**src/rtl/dmem_arbiter.sv**
```systemverilog
// Data-RAM port arbiter between the MEM-stage CPU access and a debug/loader
// burst port, with bounded debug starvation.
module dmem_arbiter #(
    parameter int MAX_BURST    = 8,
    parameter int STARVE_LIMIT = 4
) (
    input  logic        clock,
    input  logic        reset,
    input  logic        cpu_req,
    input  logic        cpu_we,
    input  logic [31:0] cpu_addr,
    input  logic [31:0] cpu_wdata,
    output logic [31:0] cpu_rdata,
    output logic        cpu_stall,
    input  logic        dbg_req,
    input  logic        dbg_we,
    input  logic [31:0] dbg_addr,
    input  logic [3:0]  dbg_len,
    input  logic [31:0] dbg_wdata,
    output logic        dbg_gnt,
    output logic        dbg_wready,
    output logic        dbg_rvalid,
    output logic [31:0] dbg_rdata,
    output logic        dbg_done,
    output logic [31:0] ram_addr,
    output logic [31:0] ram_wdata,
    output logic        ram_we,
    input  logic [31:0] ram_rdata
);

    localparam int SW = $clog2(STARVE_LIMIT + 1);
    localparam logic [4:0]    MAXB = 5'(MAX_BURST);
    localparam logic [SW-1:0] SLIM = SW'(STARVE_LIMIT);

    typedef enum logic {
        IDLE,
        BURST
    } state_t;

    state_t        state_q;
    logic [31:0]   base_q;
    logic          we_q;
    logic [4:0]    len_q;
    logic [4:0]    beat_q;
    logic [SW-1:0] starve_q;
    logic          gnt_q;
    logic          rvalid_q;
    logic          done_q;
    logic [31:0]   rdata_q;

    logic [4:0]    len_d;
    logic          grant;
    logic          last_beat;
    logic [31:0]   burst_addr;

    // Zero-length means one word; oversize requests clamp to the burst cap.
    always_comb begin
        len_d = {1'b0, dbg_len};
        if (len_d == 5'd0) begin
            len_d = 5'd1;
        end else if (len_d > MAXB) begin
            len_d = MAXB;
        end
    end

    assign grant = (state_q == IDLE) & dbg_req
                 & (~cpu_req | (starve_q == SLIM));

    assign last_beat  = (beat_q == (len_q - 5'd1)) | ~dbg_req;
    assign burst_addr = base_q + (32'(beat_q) << 2);

    always_ff @(posedge clock or posedge reset) begin
        if (reset) begin
            state_q  <= IDLE;
            base_q   <= '0;
            we_q     <= 1'b0;
            len_q    <= '0;
            beat_q   <= '0;
            starve_q <= '0;
            gnt_q    <= 1'b0;
            rvalid_q <= 1'b0;
            done_q   <= 1'b0;
            rdata_q  <= '0;
        end else begin
            done_q   <= 1'b0;
            rvalid_q <= 1'b0;
            if (!dbg_req) begin
                starve_q <= '0;
            end
            unique case (state_q)
                IDLE: begin
                    if (grant) begin
                        base_q   <= dbg_addr;
                        we_q     <= dbg_we;
                        len_q    <= len_d;
                        beat_q   <= '0;
                        starve_q <= '0;
                        gnt_q    <= 1'b1;
                        state_q  <= BURST;
                    end else if (dbg_req && cpu_req && starve_q != SLIM) begin
                        starve_q <= starve_q + 1'b1;
                    end
                end
                BURST: begin
                    if (!we_q) begin
                        rdata_q  <= ram_rdata;
                        rvalid_q <= 1'b1;
                    end
                    if (last_beat) begin
                        gnt_q   <= 1'b0;
                        done_q  <= 1'b1;
                        state_q <= IDLE;
                    end else begin
                        beat_q <= beat_q + 5'd1;
                    end
                end
                default: state_q <= IDLE;
            endcase
        end
    end

    always_comb begin
        ram_addr   = cpu_addr;
        ram_wdata  = cpu_wdata;
        ram_we     = cpu_req & cpu_we;
        cpu_rdata  = ram_rdata;
        cpu_stall  = 1'b0;
        dbg_wready = 1'b0;
        if (state_q == BURST) begin
            ram_addr   = burst_addr;
            ram_wdata  = dbg_wdata;
            ram_we     = we_q;
            cpu_rdata  = '0;
            cpu_stall  = cpu_req;
            dbg_wready = we_q;
        end
    end

    assign dbg_gnt    = gnt_q;
    assign dbg_rvalid = rvalid_q;
    assign dbg_rdata  = rdata_q;
    assign dbg_done   = done_q;

endmodule

```
**config.mk**
```make
export PLATFORM = sky130hd
export DESIGN_NAME = dmem_arbiter
export DESIGN_NICKNAME = d
export VERILOG_FILES = /design/src/rtl/dmem_arbiter.sv
export SDC_FILE = /design/constraint.sdc
export NUM_CORES = 1
export LEC_CHECK = 0
export ABC_AREA = 1
export ABC_CLOCK_PERIOD_IN_PS = 3040
export BUFFER_PORTS_ARGS = -buffer_cell sky130_fd_sc_hd__buf_2
export CORE_ASPECT_RATIO = 0.75
export CORE_MARGIN = 4
export CORE_UTILIZATION = 45
export CTS_CLUSTER_SIZE = 10
export DETAILED_ROUTE_END_ITERATION = 8
export PLACE_DENSITY = 0.89
export SLEW_MARGIN = 25
export SYNTH_ARGS = -nofsm -noshare
export SYNTH_HDL_FRONTEND = slang
export SYNTH_SLANG_ARGS = --single-unit
```
**constraint.sdc**
```tcl
create_clock -name clock -period 3.04 [get_ports clock]
set_input_delay 0.304 -clock clock [delete_from_list [all_inputs] [get_ports clock]]
set_output_delay 0.304 -clock clock [all_outputs]
set_load 0.1 [all_outputs]
```
## After elaboration in Yosys (flattened, before gate mapping)

Index checks and enable logic that the tools add are counted.

- Bits in registers: 82
- Output and inout port bits: 134
- Input port bits: 170

- $add $sub $neg: 4
- Multiplexer cells: 25
- Magnitude comparators: 1
- Bitwise operators: 9
- Equal/unequal tests: 6
- Reductions and logical operators: 7

Operator list:

| operator | count |
|---|---|
| two-way mux 32 bit | 3 |
| adder 32 x 7 -> 32 bit | 1 |
| two-way mux 5 bit | 3 |
| two-way mux 3 bit | 4 |
| two-way mux 1 bit | 11 |
| case mux 5 bit (2 select lines) | 1 |
| AND reduction 2 bit | 4 |
| adder 5 x 1 -> 5 bit, second input constant | 1 |
| == test 5 bit | 1 |
| subtractor 5 x 1 -> 5 bit, second input constant | 1 |
| greater-than comparator 4 bit, second input constant | 1 |
| zero test 4 bit | 1 |
| two-way mux 4 bit | 1 |
| inequality test 2 bit, second input constant | 2 |
| inverter 1 bit | 4 |
| case mux 1 bit (2 select lines) | 2 |
| adder 3 x 1 -> 3 bit, second input constant | 1 |
| bitwise AND 1 bit | 3 |
| == test 3 bit, second input constant | 1 |
| inequality test 3 bit, second input constant | 1 |
| logical AND 1 bit | 2 |
| inequality test 2 x 1 -> 1 bit, second input constant | 1 |
| bitwise OR 1 bit | 2 |

## Logic depth before layout (Yosys ltp)

- Word-level depth: 5
- Gate-level depth with buffers: 12

## Worst setup path before layout

No wires, ideal clock.

- Path kind: register -> output
- Start point: reg beat_q[0]
- End point: out ram_addr[8]
- Arrival: 3,617 ps
- Data required time: 2,736 ps
- Stages on the path, launching flop included: 10
- Setup slack: -881 ps
- Buffers on the path: 0
- Cell sequence: dfrtp_1 > ha_1 > fa_1 > nand3_1 > nand2_1 > nand2_1 > nand2_1 > inv_1 > nor2_1 > o21ai_0

- Cells in the longest elaborated chain, start to end: 2

RTL lines:

| element | line | text |
|---|---|---|
| start, declared | 44 | `logic [4:0] beat_q;` |
| start signal, assigned | 114 | `beat_q <= beat_q + 5'd1;` |
| adder 32 x 7 -> 32 bit | 70 | `assign burst_addr = base_q + (32'(beat_q) << 2);` |
| two-way mux 32 bit | 129 | `if (state_q == BURST) begin` |
| end, declared | 25 | `output logic [31:0] ram_addr,` |

Every way passes these cells.

## Final worst setup path

- Start point: reg beat_q[4]
- End point: out ram_addr[11]

Same word-level chain as after synthesis.

==> metrics <==
Crit path max-delay family=compound AO/OA/AOI/OAI gates; GR peak layer=met2; setup TNS=0 ns; Worst-path clk slew=around 0.06 ns; share of cells above drive strength 1=a little under a third; Die H=102 um; DP Area=7830 sq um; minimum clock period=2.87 ns; die width=roughly 130 um; Place WS=between 0.4 and 0.5 ns; final instance area=~8100 sq um; GRT met2 Usage=between 40% and 50%; Slew headroom=44.2%; area of the die=roughly 13000 sq um; Worst-Margin Slew=roughly 0.84 ns; Power Density=roughly 950 nW/um^2; DR DRC count=0; status=completed; H-tree depth=3; reg2reg setup slack=between 0.8 and 0.9 ns; GR Util met1=roughly 34%; crit end category=output pin; total wire length=~19000 um; Routed WL per cell=around 15 um; first-pass GRT wire length=about 30000 um; I/O pins=between 300 and 400; Yosys cell types=34; GP Congestion=between 0.9 and 1; Area growth syn-to-layout=54.9%; initial antenna violation count=3; Syn Inst Count=~830; Worst EP required=2.74 ns; CTS buffer count=9; VDD IR max=0.526 mV; worst-path maximum fanout=5; Crit-path slowest cell=buf_2; Iteration-0 DRC Markers=521; final setup margin=0.167 ns; Synth Area per Inst=6.34 sq um; Clock Path Buffers=2; Routed Antenna Nets=0; Worst Setup Path Type=reg -> out; CP Data Arrival Time=between 2 and 3 ns; worst reg2reg path startpoint=state_q; Post-Syn Nets=1009; Async S/R FF share, synth=between 90% and 100%; Layout Skew=0.00774 ns; Worst-Skew Late Latency=0.33 ns; Core Rows=33; DR vias/cell=5.03; met3 usage=around 5.8%; vias in the first global route=5922; post-synthesis register bit count=81; CTS sink cnt=around 80; Total GRT Usage=27.0%; DP HPWL=roughly 15000 um; Leak=roughly 4.6 nW; Post-synth EDFFs=0; main flop type after synthesis=dfrtp_1; Max Clk Rate=approximately 350 MHz; Tot Pwr=0.00774 W; Root Driver=clkbuf_16; final setup violating endpoints=0; crit-path cells=ha_1 -> a21oi_1 -> o21ai_0 -> nand2_1 -> nand3_1 -> a31oi_2 -> buf_2; First-pass DRT Iterations=5; Final Cycle Share=94.5%; worst min-delay path class=in -> async; via count=6364; startpoint types=flop; FF-to-FF End=dbg_rdata[15]; CTS tree=done; Initial Util=~47%; register area share after synthesis=between 30 and 40%; worst r2r path cells=4; Max-Cap Viols=0; Yosys Warn Count=0; crit-path max cell delay=0.46 ns; Max Slew Vio Count=0; final hold viol count=0; WP buf/inv=1; Core Region=11100 sq um; Mapped Area=between 5000 and 6000 sq um; final-stage net count=~1300; grt total ovfl=0; Port Buffers=303; largest net degree at the start of global routing=102; CTS hold repair buffers=0; RSZ-0062 raised after global routing=no
-- how the worst max path moves through the flow --
stage	from	to	slack, ns	cells past startpoint
finish	beat_q[4]	ram_addr[11]	0.17	7
global route	beat_q[4]	ram_addr[11]	0.05	7
CTS	beat_q[0]	ram_addr[24]	0.13	11
detailed placement	beat_q[0]	ram_addr[24]	0.48	11
global placement	beat_q[0]	ram_addr[24]	0.55	11
floorplan	beat_q[0]	ram_addr[8]	-0.12	9
-- per-stage QoR --
stage               hold slack [ns]  instances  util [%]
finish                       0.0907       1264      73.0
global route                  0.135       1263      73.0
CTS                           0.163       1262      72.9
detailed placement            0.458       1246      70.2
global placement              0.449       1246      70.2
floorplan                     0.421        829         -
-- what timing repair did --
item,in CTS,in global routing
endpoints found under the setup margin,0,1
buffers inserted,0,0
gates resized for setup,0,2
hold endpoints to repair,0,0
-- worst reg2reg max path, stage by stage, from the launching register on --
cell and delay, ns:
dfrtp_4 0.49, inv_2 0.50, nor2_1 0.15, inv_2 0.65, o21ai_0 0.23
-- Yosys cell counts, types with 2 or more instances --
cell type | instances | share of area [%]
clkbuf_1 | 17 | 1.2
a31oi_1 | 3 | 0.36
nand3b_1 | 2 | 0.29
buf_1 | 2 | 0.14
o21ai_0 | 62 | 5.9
xnor2_1 | 6 | 1.0
buf_2 | 8 | 0.76
nand2_2 | 2 | 0.24
a21oi_1 | 8 | 0.76
nor2_1 | 78 | 5.6
ha_1 | 9 | 2.1
nand4_1 | 7 | 0.83
xor2_1 | 5 | 0.83
nand2_1 | 383 | 27
inv_2 | 3 | 0.21
buf_4 | 4 | 0.57
inv_1 | 86 | 6.1
o22ai_1 | 3 | 0.36
nor3_1 | 7 | 0.67
nand3_1 | 40 | 3.8
dfrtp_1 | 81 | 39
-- routing by layer --
metal,vias to the layer above,part of all wire [%]
li1,3135,-
met1,2915,40
met2,275,50
met3,35,7.7
met4,4,2.3
met5,-,0.14
-- cell type report --
| class | count | area [sq um] |
|---|---|---|
| Antenna cell | 2 | 5.00 |
| Clock buffer | 11 | 243 |
| Clock inverter | 5 | 63.8 |
| Fill cell | 894 | 3010 |
| Inverter | 89 | 337 |
| Multi-Input combinational cell | 627 | 2770 |
| Sequential cell | 81 | 2030 |
| Tap cell | 140 | 175 |
| Timing Repair Buffer | 309 | 2520 |
-- logic make-up after synthesis --
family / count (synthesis) / share of synthesized area [%]
fa+ha+maj: 10 / 2.52
simple gates: 524 / 39.6
compound gates: 82 / 8.24
buf+inv: 121 / 9.26
xor+xnor: 11 / 1.83
flops: 81 / 38.6
-- cell usage in the layout (no fill, tap or decap), types with 2 or more instances in the layout --
cell type and count:
nor2_1 77, o22ai_1 3, nand4_1 7, o21ai_1 6, clkbuf_16 9, diode_2 2
a21oi_1 8, nand3_1 40, xnor2_1 6, buf_4 4, ha_1 9, nand2_2 2
inv_1 85, nor3_1 7, o21ai_0 57, a31oi_2 3, buf_12 64, dfrtp_1 80
buf_2 241, nor2_4 2, nand2_1 383, inv_2 3, xor2_1 5, clkinv_4 2
nand3b_1 2
-- flip-flops by register name, summed over array words and instances, names as in the netlist --
name,cells
we_q,1
dbg_done,1
dbg_gnt,1
base_q,32
dbg_rdata,32
starve_q,3
dbg_rvalid,1
state_q,1
beat_q,5
len_q,4
-- where the power goes --
group	internal (W)	total, W	switching, W
sequential	0.00139	0.00164	0.000255
clock	0.000665	0.00110	0.000439
combinational	0.00112	0.00499	0.00387
total	0.00318	0.00774	0.00456
Power figures use the tool's default switching activity.
